[src/rtl/seg_pkg.sv]
// Shared seven-segment types, the blank pattern and the anode one-hot helper
// used by the scan driver and its character decoder.
package seg_pkg;

  typedef logic [6:0] seg_t;

  // Segment order is {g,f,e,d,c,b,a}; a set bit lights the segment.
  localparam seg_t SEG_OFF     = 7'b0000000;
  localparam seg_t SEG_DEFAULT = 7'b1000000;

  localparam int MAX_DIGITS = 32;

  function automatic logic [MAX_DIGITS-1:0] anode_onehot(input int unsigned idx);
    return {{(MAX_DIGITS-1){1'b0}}, 1'b1} << idx;
  endfunction

endpackage

[src/rtl/seven_seg_scan_driver_decoder.sv]
// Combinational character-to-segment decoder: codes 0..9 map to decimal
// glyphs, anything else shows a centre dash.
module DisplayDecoder
  import seg_pkg::*;
#(
  parameter int CHAR_W = 4
) (
  input  logic [CHAR_W-1:0] char_sel,
  output seg_t              segments
);

  logic [31:0] code;

  always_comb begin
    code     = 32'(char_sel);
    segments = SEG_DEFAULT;
    case (code)
      32'd0:   segments = 7'h3F;
      32'd1:   segments = 7'h06;
      32'd2:   segments = 7'h5B;
      32'd3:   segments = 7'h4F;
      32'd4:   segments = 7'h66;
      32'd5:   segments = 7'h6D;
      32'd6:   segments = 7'h7D;
      32'd7:   segments = 7'h07;
      32'd8:   segments = 7'h7F;
      32'd9:   segments = 7'h6F;
      default: segments = SEG_DEFAULT;
    endcase
  end

endmodule

[src/rtl/seven_seg_scan_driver.sv]
// Round-robin scan driver for an N-digit seven-segment display with a shadow
// character register, per-digit blank and blink, and an anti-ghosting dead time.
module seven_seg_scan_driver
  import seg_pkg::*;
#(
  parameter int NUM_DIGITS    = 4,
  parameter int CHAR_W        = 4,
  parameter int REFRESH_DIV   = 50000,
  parameter int DEAD_CYCLES   = 8,
  parameter int BLINK_FRAMES  = 64,
  parameter int AN_ACTIVE_LOW = 1,
  localparam int IDX_W = (NUM_DIGITS > 1) ? $clog2(NUM_DIGITS) : 1
) (
  input  logic                         clk,
  input  logic                         rst_n,
  input  logic                         enable,
  input  logic                         load,
  input  logic [NUM_DIGITS*CHAR_W-1:0] char_bus,
  input  logic [NUM_DIGITS-1:0]        blank_mask,
  input  logic [NUM_DIGITS-1:0]        blink_mask,
  output logic [6:0]                   segments,
  output logic [NUM_DIGITS-1:0]        anodes,
  output logic [IDX_W-1:0]             digit_idx
);

  localparam int RC_W = $clog2(REFRESH_DIV);
  localparam int FC_W = (BLINK_FRAMES > 1) ? $clog2(BLINK_FRAMES) : 1;

  localparam logic [RC_W-1:0]       RC_LAST  = RC_W'(REFRESH_DIV - 1);
  localparam logic [RC_W-1:0]       DEAD_CNT = RC_W'(DEAD_CYCLES);
  localparam logic [IDX_W-1:0]      IDX_LAST = IDX_W'(NUM_DIGITS - 1);
  localparam logic [FC_W-1:0]       FC_LAST  = FC_W'(BLINK_FRAMES - 1);
  localparam logic [NUM_DIGITS-1:0] AN_IDLE  = {NUM_DIGITS{(AN_ACTIVE_LOW != 0)}};

  logic [RC_W-1:0]   refresh_cnt;
  logic [FC_W-1:0]   frame_cnt;
  logic              blink_phase;
  logic [CHAR_W-1:0] shadow [NUM_DIGITS];

  logic [CHAR_W-1:0]     cur_char;
  seg_t                  dec_seg;
  logic                  slot_end;
  logic                  last_digit;
  logic                  in_dead;
  logic [MAX_DIGITS-1:0] onehot_all;
  seg_t                  seg_next;
  logic [NUM_DIGITS-1:0] an_next;

  assign cur_char = shadow[digit_idx];

  DisplayDecoder #(.CHAR_W(CHAR_W)) u_decoder (
    .char_sel (cur_char),
    .segments (dec_seg)
  );

  // XOR with the idle level turns the active-high one-hot into the pin polarity.
  always_comb begin
    slot_end   = (refresh_cnt == RC_LAST);
    last_digit = (digit_idx == IDX_LAST);
    in_dead    = (refresh_cnt < DEAD_CNT);
    onehot_all = anode_onehot(32'(digit_idx));
    an_next    = AN_IDLE;
    seg_next   = SEG_OFF;
    if (enable && !in_dead) begin
      an_next = onehot_all[NUM_DIGITS-1:0] ^ AN_IDLE;
      if (!blank_mask[digit_idx] && !(blink_mask[digit_idx] && blink_phase))
        seg_next = dec_seg;
    end
  end

  always_ff @(posedge clk) begin
    if (!rst_n) begin
      refresh_cnt <= '0;
      digit_idx   <= '0;
      frame_cnt   <= '0;
      blink_phase <= 1'b0;
    end else if (!enable) begin
      refresh_cnt <= '0;
      digit_idx   <= '0;
      frame_cnt   <= '0;
      blink_phase <= 1'b0;
    end else if (slot_end) begin
      refresh_cnt <= '0;
      digit_idx   <= last_digit ? '0 : digit_idx + 1'b1;
      if (last_digit) begin
        if (frame_cnt == FC_LAST) begin
          frame_cnt   <= '0;
          blink_phase <= ~blink_phase;
        end else begin
          frame_cnt <= frame_cnt + 1'b1;
        end
      end
    end else begin
      refresh_cnt <= refresh_cnt + 1'b1;
    end
  end

  // Shadow loads are independent of enable so characters can be staged while dark.
  always_ff @(posedge clk) begin
    if (!rst_n) begin
      for (int k = 0; k < NUM_DIGITS; k++) shadow[k] <= '0;
    end else if (load) begin
      for (int k = 0; k < NUM_DIGITS; k++) shadow[k] <= char_bus[k*CHAR_W +: CHAR_W];
    end
  end

  always_ff @(posedge clk) begin
    if (!rst_n) begin
      segments <= SEG_OFF;
      anodes   <= AN_IDLE;
    end else begin
      segments <= seg_next;
      anodes   <= an_next;
    end
  end

endmodule

[config.mk]
export PLATFORM = sky130hd
export DESIGN_NAME = seven_seg_scan_driver
export DESIGN_NICKNAME = d
export VERILOG_FILES = /design/src/rtl/seg_pkg.sv /design/src/rtl/seven_seg_scan_driver_decoder.sv /design/src/rtl/seven_seg_scan_driver.sv
export SDC_FILE = /design/constraint.sdc
export NUM_CORES = 1
export LEC_CHECK = 0
export ABC_AREA = 1
export CAP_MARGIN = 5
export CORE_UTILIZATION = 54
export CTS_CLUSTER_DIAMETER = 200
export DETAILED_ROUTE_END_ITERATION = 7
export PLACE_DENSITY = 0.77
export SLEW_MARGIN = 40
export SYNTH_ARGS = -nofsm -noshare
export SYNTH_HDL_FRONTEND = slang
export SYNTH_SLANG_ARGS = --single-unit
[constraint.sdc]
create_clock -name clk -period 2.2 [get_ports clk]
set_input_delay 0.66 -clock clk [delete_from_list [all_inputs] [get_ports clk]]
set_output_delay 0.66 -clock clk [all_outputs]
set_load 0.05 [all_outputs]
# Yosys cells after proc, flatten, opt, wreduce, memory -nomap -nowiden
# Memories as Yosys holds them, arrays and structs flattened. A register that Yosys moved wholly into a read port is not among the register bits.
# Cells that the tools add are included.
[totals] mem_count=2 mem_bits_rw=16 latch_bits=0 mem_bits_ro=112 reg_bits=29
[classes] eq_ne=3 n_reduce_logical=13 div_mod_pow=0 n_bitwise=8 n_mux=16 multipliers=0 magnitude_cmp=2 addsub=3 shift=1
[mem_list] memory="(no name shown)" words=16 word_bits=7 rd=1 rd_ports_with_merged_regs=1 wr=0 line="seven_seg_scan_driver_decoder.sv:17" source="case (code)"
[mem_list] memory="shadow" words=4 word_bits=4 rd=1 rd_ports_with_merged_regs=1 wr=4 line="seven_seg_scan_driver.sv:38" source="logic [CHAR_W-1:0] shadow [NUM_DIGITS];"
[ops] cell="16-bit by 1-bit adder with 16-bit output, second input constant" n=1
[ops] cell="16-bit == test, second input constant" n=1
[ops] cell="16-bit by 4-bit less-than comparator with 1-bit output, second input constant" n=1
[ops] cell="4-bit 2-to-1 mux" n=4
[ops] cell="6-bit by 1-bit adder with 6-bit output, second input constant" n=1
[ops] cell="6-bit == test, second input constant" n=1
[ops] cell="1-bit 2-to-1 mux" n=6
[ops] cell="2-bit 2-to-1 mux" n=3
[ops] cell="6-bit 2-to-1 mux" n=1
[ops] cell="2-bit AND reduction" n=3
[ops] cell="3-bit AND reduction" n=2
[ops] cell="1-bit binary-select mux with 2-bit select" n=2
[ops] cell="1-bit zero test" n=4
[ops] cell="4-bit NOT" n=1
[ops] cell="1-bit bitwise OR" n=4
[ops] cell="1-bit by 2-bit left shift with 4-bit output, first input constant" n=1
[ops] cell="1-bit logical AND" n=3
[ops] cell="2-bit by 3-bit less-than comparator with 1-bit output, second input constant" n=1
[ops] cell="1-bit NOT" n=3
[ops] cell="3-bit OR reduction" n=1
[ops] cell="2-bit by 1-bit adder with 2-bit output, second input constant" n=1
[ops] cell="2-bit == test, second input constant" n=1

# Longest topological paths before layout
# Gate-level depths: netlist of run 1.
[logic_depth] ltp_word=7 depth_mapped=13 ltp_nobuf=12

# By module
# A second synthesis of run 1 with hierarchy kept.
[unflattened] cells_unflattened=352 area_unflattened_um2=2738.9
[modules_own_cells] module="seven_seg_scan_driver" n_inst=1 area_each_um2=2546.2 cells_each=316
[modules_own_cells] module="DisplayDecoder" n_inst=1 area_each_um2=192.7 cells_each=36

# Worst setup path before layout of run 1
# OpenSTA, ideal clock, no wires.
[synth_timing] path_kind="register -> register" from="reg with a tool-made name" to="reg segments[3]" arrival_time_ns=1.525 stages_incl_launch_ff=13 synth_period_minus_slack_ns=1.633 setup_time_ns=0.109 path_buffers=1 slack_ns=0.567 cell_sequence="dfxtp_1 > buf_4 > inv_4 > nand2_1 > a32oi_1 > inv_1 > ha_1 > nand3_1 > nand2_1 > nand2_1 > nand2_1 > nand2_1 > inv_1"
[synth_rtl] item="end, declared" line="seven_seg_scan_driver.sv:21" source="output logic [6:0] segments,"

# Worst setup path after layout of run 1
[layout_timing] from="reg segments[6]" to="out segments[6]"
# No word-level cell between the ends.

==> results of run 1 <==
==> state kept, by name (all words and copies together) (netlist names), named ones only <==
signal / count
refresh_cnt: 16
shadow: 16
segments: 7
frame_cnt: 6
anodes: 4
digit_idx: 2
blink_phase: 1
==> final cells by class <==
class / instances / area (um2)
Clock buffer: 8 / 80.1
Inverter: 55 / 210
Timing Repair Buffer: 42 / 410
Tap cell: 67 / 83.8
Fill cell: 414 / 1510
Sequential cell: 54 / 1240
Multi-Input combinational cell: 266 / 1320
==> placed cells by master, fill, tap and decap left out, drive strengths merged, types with 6 or more instances in the layout <==
cell	synthesis	layout
nand2	121	121
nor2	65	65
inv	54	54
dfxtp	38	38
clkdlybuf4s50	0	38
nand3	23	23
a21oi	16	16
edfxtp	16	16
ha	12	12
nor3	8	8
clkbuf	1	8
xor2	6	6
==> worst min-delay path by stage <==
stage | startpoint | to | slack (ns)
detailed placement | refresh_cnt[0]$_SDFF_PP0_ | refresh_cnt[0]$_SDFF_PP0_ | 0.44
floorplan | refresh_cnt[0]$_SDFF_PP0_ | refresh_cnt[0]$_SDFF_PP0_ | 0.42
CTS | refresh_cnt[0]$_SDFF_PP0_ | refresh_cnt[0]$_SDFF_PP0_ | 0.46
finish | refresh_cnt[0]$_SDFF_PP0_ | refresh_cnt[0]$_SDFF_PP0_ | 0.46
global placement | refresh_cnt[0]$_SDFF_PP0_ | refresh_cnt[0]$_SDFF_PP0_ | 0.43
global route | frame_cnt[5]$_SDFFE_PN0P_ | frame_cnt[5]$_SDFFE_PN0P_ | 0.51
==> through the flow <==
step / instances / instance area (um2) / hold WS, ns
floorplan: 378 / 2790 / 0.418
global placement: 484 / 3260 / 0.433
detailed placement: 484 / 3260 / 0.441
CTS: 492 / 3340 / 0.460
global route: 492 / 3340 / 0.511
finish: 492 / 3340 / 0.457
==> power by group through the flow <==
| stage | sequential [uW] | clock, uW | combinational, uW |
|---|---|---|---|
| finish | 1060 | 520 | 156 |
| global route | 1060 | 573 | 179 |
| CTS | 1060 | 536 | 158 |
| detailed placement | 1080 | 0 | 157 |
| global placement | 1080 | 0 | 154 |
| floorplan | 1080 | 0 | 89.6 |
==> routing by layer <==
layer  vias up  track usage (%)  part of all wire, %
met1      1070             26.2                   47
met2        65             33.6                   45
met5         -                0                    0
met3         9             3.84                  5.6
li1       1266                -                    -
met4         0             9.19                  1.9
==> kinds of logic after synthesis <==
kind of cell | count (synthesis) | share of synthesized area [%]
and+or+nand+nor | 227 | 35.8
buffers and inverters | 58 | 8.34
DFF | 54 | 44.5
AOI/OAI and AO/OA | 21 | 4.04
adders and majority gates | 12 | 5.38
xor gates and xnor gates | 6 | 1.88
==> impl_metrics.env, run 1 <==
export IMPL_status="finished, final reports clean"
export IMPL_firstDrtPassIters=4
export IMPL_total_power_uw=1730
export IMPL_cpPeakStageDelay_ns=0.81
export IMPL_ys_seq_elements=54
export IMPL_max_slew_margin_rel_pct=65.9
export IMPL_areaGrowthSynthToFinish_pct=19.8
export IMPL_swShare_pct=21.9
export IMPL_crit_chain="clkdlybuf4s50_1"
export IMPL_synth_cell_types=30
export IMPL_path_class="flop to output port"
export IMPL_clockBufferDepth=2
export IMPL_vias_per_cell=4.90
export IMPL_hold_viol=0
export IMPL_skew_ns=0.00650
export IMPL_dp_slack_ns=0.204
export IMPL_synth_area_leader_cell="dfxtp_1"
export IMPL_ios=41
export IMPL_first_iter_violations=126
export IMPL_crit_buf_inv=1
export IMPL_syn_area_per_cell_um2=7.38
export IMPL_remaining_drc_errors=0
export IMPL_hp_class="flop to flop"
export IMPL_dieWidth_um=73.9
export IMPL_timing_critical_path_max_delay_family="buffers and inverters"
export IMPL_ys_seq_area_share_pct=44.5
export IMPL_p_per_area_nw_per_um2=519
export IMPL_grt_pass1_wl_mm=8.63
export IMPL_clock_sinks=54
export IMPL_gp_routability_congestion=0.843
export IMPL_utilization_pct=68.9
export IMPL_root_buffer="clkbuf_8"
export IMPL_yosysTopAreaCellShare_pct=27.3
export IMPL_core_area_um2=4850
export IMPL_fin_crit_sh_pct=94.7
export IMPL_p_int_uw=1350
export IMPL_syn_inst=378
export IMPL_path_max_fanout=1
export IMPL_path_clk_slew_ns=0.09
export IMPL_yosys_top_cells_count="114 x nand2_1, 58 x nor2_1, 49 x inv_1"
export IMPL_worst_slack_ns=0.117
export IMPL_drv_slew=0
export IMPL_finalSetupTns_ns=0
export IMPL_drt_total_wl_mm=5.17
export IMPL_fin_nets=464
export IMPL_netlist_area_um2=2790
export IMPL_vias=2410
export IMPL_worst_r2r_endpoint="segments[3]$_SDFF_PN0_"
export IMPL_async_reset_ff_share_pct=0
export IMPL_post_cts_setup_buffers=0
export IMPL_rows=25
export IMPL_max_freq_mhz=480
export IMPL_hold_buffers=0
export IMPL_antenna_cells=0
export IMPL_setup_worst_path_end="segments[6]"
export IMPL_start_util_pct=57.5
export IMPL_vdd_drop_max_uv=364
export IMPL_antenna_found_initial=0
export IMPL_port_buffers=40
export IMPL_rsz0062_at_grt="false"
export IMPL_cts_buffers=5
export IMPL_critPathCaptureType="output port"
export IMPL_crit_slowest_cell="clkdlybuf4s50_1"
export IMPL_synth_fp_nets=418
export IMPL_p_clk_share_pct=30.0
export IMPL_p_switching_uw=379
export IMPL_overflow=0
export IMPL_post_route_min_period_ns=2.08
export IMPL_grt_pass1_vias=2095
export IMPL_ys_warn_count=0
export IMPL_start_kind="flop"
export IMPL_synthTopCellsByArea="dfxtp_1 27%, edfxtp_1 17%, nand2_1 15%"
export IMPL_worst_r2r_cell_count=10
export IMPL_synth_most_common_cell="nand2_1"
export IMPL_layout_drive_gt1_share_pct=8.47
export IMPL_cp_depth=1
export IMPL_setup_viol=0
export IMPL_reg2reg_slack_ns=0.30
export IMPL_wl_per_cell_um=10.5
export IMPL_ctsResizeCount=0
export IMPL_die_h_um=73.9
export IMPL_worst_ep_required_time_ns=1.54
export IMPL_cts_tree="done"
export IMPL_seq_power_share_pct=61.0
export IMPL_grtUsageTotal_pct=20.5
export IMPL_postRouteAntennaNets=0
export IMPL_worstPathArrival_ns=1.42
export IMPL_grt_max_degree=17
export IMPL_hold_depth=1
export IMPL_clk_latency_ns=0.30
export IMPL_drv_cap=0
export IMPL_worstSetupStartpoint="segments[6]$_SDFF_PN0_"
export IMPL_leakagePower_uw=0.00144
export IMPL_power_frac_comb_pct=9.0
export IMPL_die_area_um2=5460
export IMPL_hpwl_mm=3.98
export IMPL_yosys_most_used_dff="dfxtp_1"
export IMPL_cts_max_level=2
export IMPL_tightestPinTransition_ns=0.510
export IMPL_synth_edf_count=16
Power figures use the tool's default switching activity.
==> inputs of run 2 (changes only) <==
--- a/config.mk
+++ b/config.mk
@@ -10,7 +10,7 @@
 export CORE_UTILIZATION = 54
 export CTS_CLUSTER_DIAMETER = 200
 export DETAILED_ROUTE_END_ITERATION = 7
-export PLACE_DENSITY = 0.77
+export PLACE_DENSITY = 0.79
 export SLEW_MARGIN = 40
 export SYNTH_ARGS = -nofsm -noshare
 export SYNTH_HDL_FRONTEND = slang
==> impl_metrics.env, run 2 (same netlist as run 1, synthesis figures left out) <==
export IMPL_crit_slowest_cell="clkdlybuf4s50_1"
export IMPL_layout_drive_gt1_share_pct=8.92
export IMPL_areaGrowthSynthToFinish_pct=21.0
export IMPL_drv_cap=0
export IMPL_final_common_cell="nand2_1"
export IMPL_path_clk_slew_ns=0.09
export IMPL_core_area_um2=4850
export IMPL_post_cts_setup_buffers=0
export IMPL_hold_buffers=0
export IMPL_start_kind="flop"
export IMPL_remaining_drc_errors=0
export IMPL_cts_tree="done"
export IMPL_gp_routability_congestion=0.869
export IMPL_worst_r2r_cell_count=10
export IMPL_finalInstanceArea_um2=3370
export IMPL_max_freq_mhz=481
export IMPL_rows=25
export IMPL_worstPathArrival_ns=1.42
export IMPL_hp_class="flop to flop"
export IMPL_firstDrtPassIters=4
export IMPL_worst_ep_required_time_ns=1.54
export IMPL_antenna_found_initial=0
export IMPL_die_area_um2=5460
export IMPL_crit_chain="clkdlybuf4s50_1"
export IMPL_port_buffers=40
export IMPL_skew_ns=0.00726
export IMPL_nFillCells=399
export IMPL_grtUsageTotal_pct=20.6
export IMPL_path_class="flop to output port"
export IMPL_hold_viol=0
export IMPL_postRouteAntennaNets=0
export IMPL_cts_buffers=5
export IMPL_crit_buf_inv=1
export IMPL_first_iter_violations=145
export IMPL_cts_max_level=2
export IMPL_final_cells=493
export IMPL_vias_per_cell=4.85
export IMPL_p_per_area_nw_per_um2=553
export IMPL_die_h_um=73.9
export IMPL_antenna_cells=0
export IMPL_setup_viol=0
export IMPL_total_power_uw=1870
export IMPL_clock_sinks=54
export IMPL_start_util_pct=57.5
export IMPL_status="finished, final reports clean"
export IMPL_grt_pass1_wl_mm=8.65
export IMPL_postPlaceCellArea_um2=3270
export IMPL_drv_slew=0
export IMPL_layout_common_cells="114 x nand2_1, 58 x nor2_1, 49 x inv_1"
export IMPL_rsz0062_at_grt="false"
export IMPL_fin_crit_sh_pct=94.6
export IMPL_grt_max_degree=17
export IMPL_path_max_fanout=1
export IMPL_holdWs_ns=0.466
export IMPL_clockBufferDepth=2
export IMPL_cp_depth=1
export IMPL_ctsResizeCount=0
export IMPL_dieWidth_um=73.9
export IMPL_overflow=0
export IMPL_finalSetupTns_ns=0
export IMPL_hold_depth=1
export IMPL_critPathCaptureType="output port"
export IMPL_wl_per_cell_um=10.5
export IMPL_dp_cells=485
export IMPL_reg_top3="refresh_cnt x16, shadow x16, segments x7"
export IMPL_timing_critical_path_max_delay_family="buffers and inverters"
export IMPL_root_buffer="clkbuf_8"
export IMPL_cpPeakStageDelay_ns=0.79
export IMPL_post_route_min_period_ns=2.08
export IMPL_hpwl_mm=3.81
export IMPL_tightestPinTransition_ns=0.499
export IMPL_max_slew_margin_rel_pct=66.7
export IMPL_ios=41
export IMPL_fin_nets=465
export IMPL_clk_latency_ns=0.31
export IMPL_vdd_drop_max_uv=454
export IMPL_drt_total_wl_mm=5.18
export IMPL_leakagePower_uw=0.00146
export IMPL_grt_pass1_vias=2077
export IMPL_vias=2392
==> run 2: path summary, 6_finish.rpt <==
path / from / end / slack (ns)
worst min register to register: refresh_cnt[0]$_SDFF_PP0_ / refresh_cnt[0]$_SDFF_PP0_ / 0.47
worst min-delay path: refresh_cnt[0]$_SDFF_PP0_ / refresh_cnt[0]$_SDFF_PP0_ / 0.47
worst max register to register: flop / segments[3]$_SDFF_PN0_ / 0.31
worst max-delay path: anodes[1]$_SDFF_PN1_ / anodes[1] / 0.12
==> run 2: per-stage QoR <==
step                      setup WS (ns)  util [%]
after floorplan                   0.567         -
after CTS                         0.112      69.6
after global placement            0.220      67.4
after detailed placement          0.184      67.4
after global routing             0.0708      69.6
final                             0.120      69.6
==> run 2: layout make-up <==
type | instances | area, um2 | share of cell area, %
clock inverter | 1 | 30.0 | 0.890
tap | 67 | 83.8 | 2.48
sequential | 54 | 1240 | 36.8
multi-input combinational | 266 | 1320 | 39.0
inverter | 55 | 210 | 6.23
timing repair buffer | 43 | 418 | 12.4
clock buffer | 7 | 76.3 | 2.26
==> run 2: report_power, final <==
part           internal, uW  switching [uW]
registers              1050            7.89
logic                  79.5            77.5
clock network           341             309
total                  1470             395
==> run 2: routing by layer <==
metal,up-vias,GRT usage (%),wire [um]
met3,7,3.29,255
met4,0,7.05,66
li1,1268,-,-
met2,62,34.1,2360
met1,1055,27.4,2500
met5,-,0,0
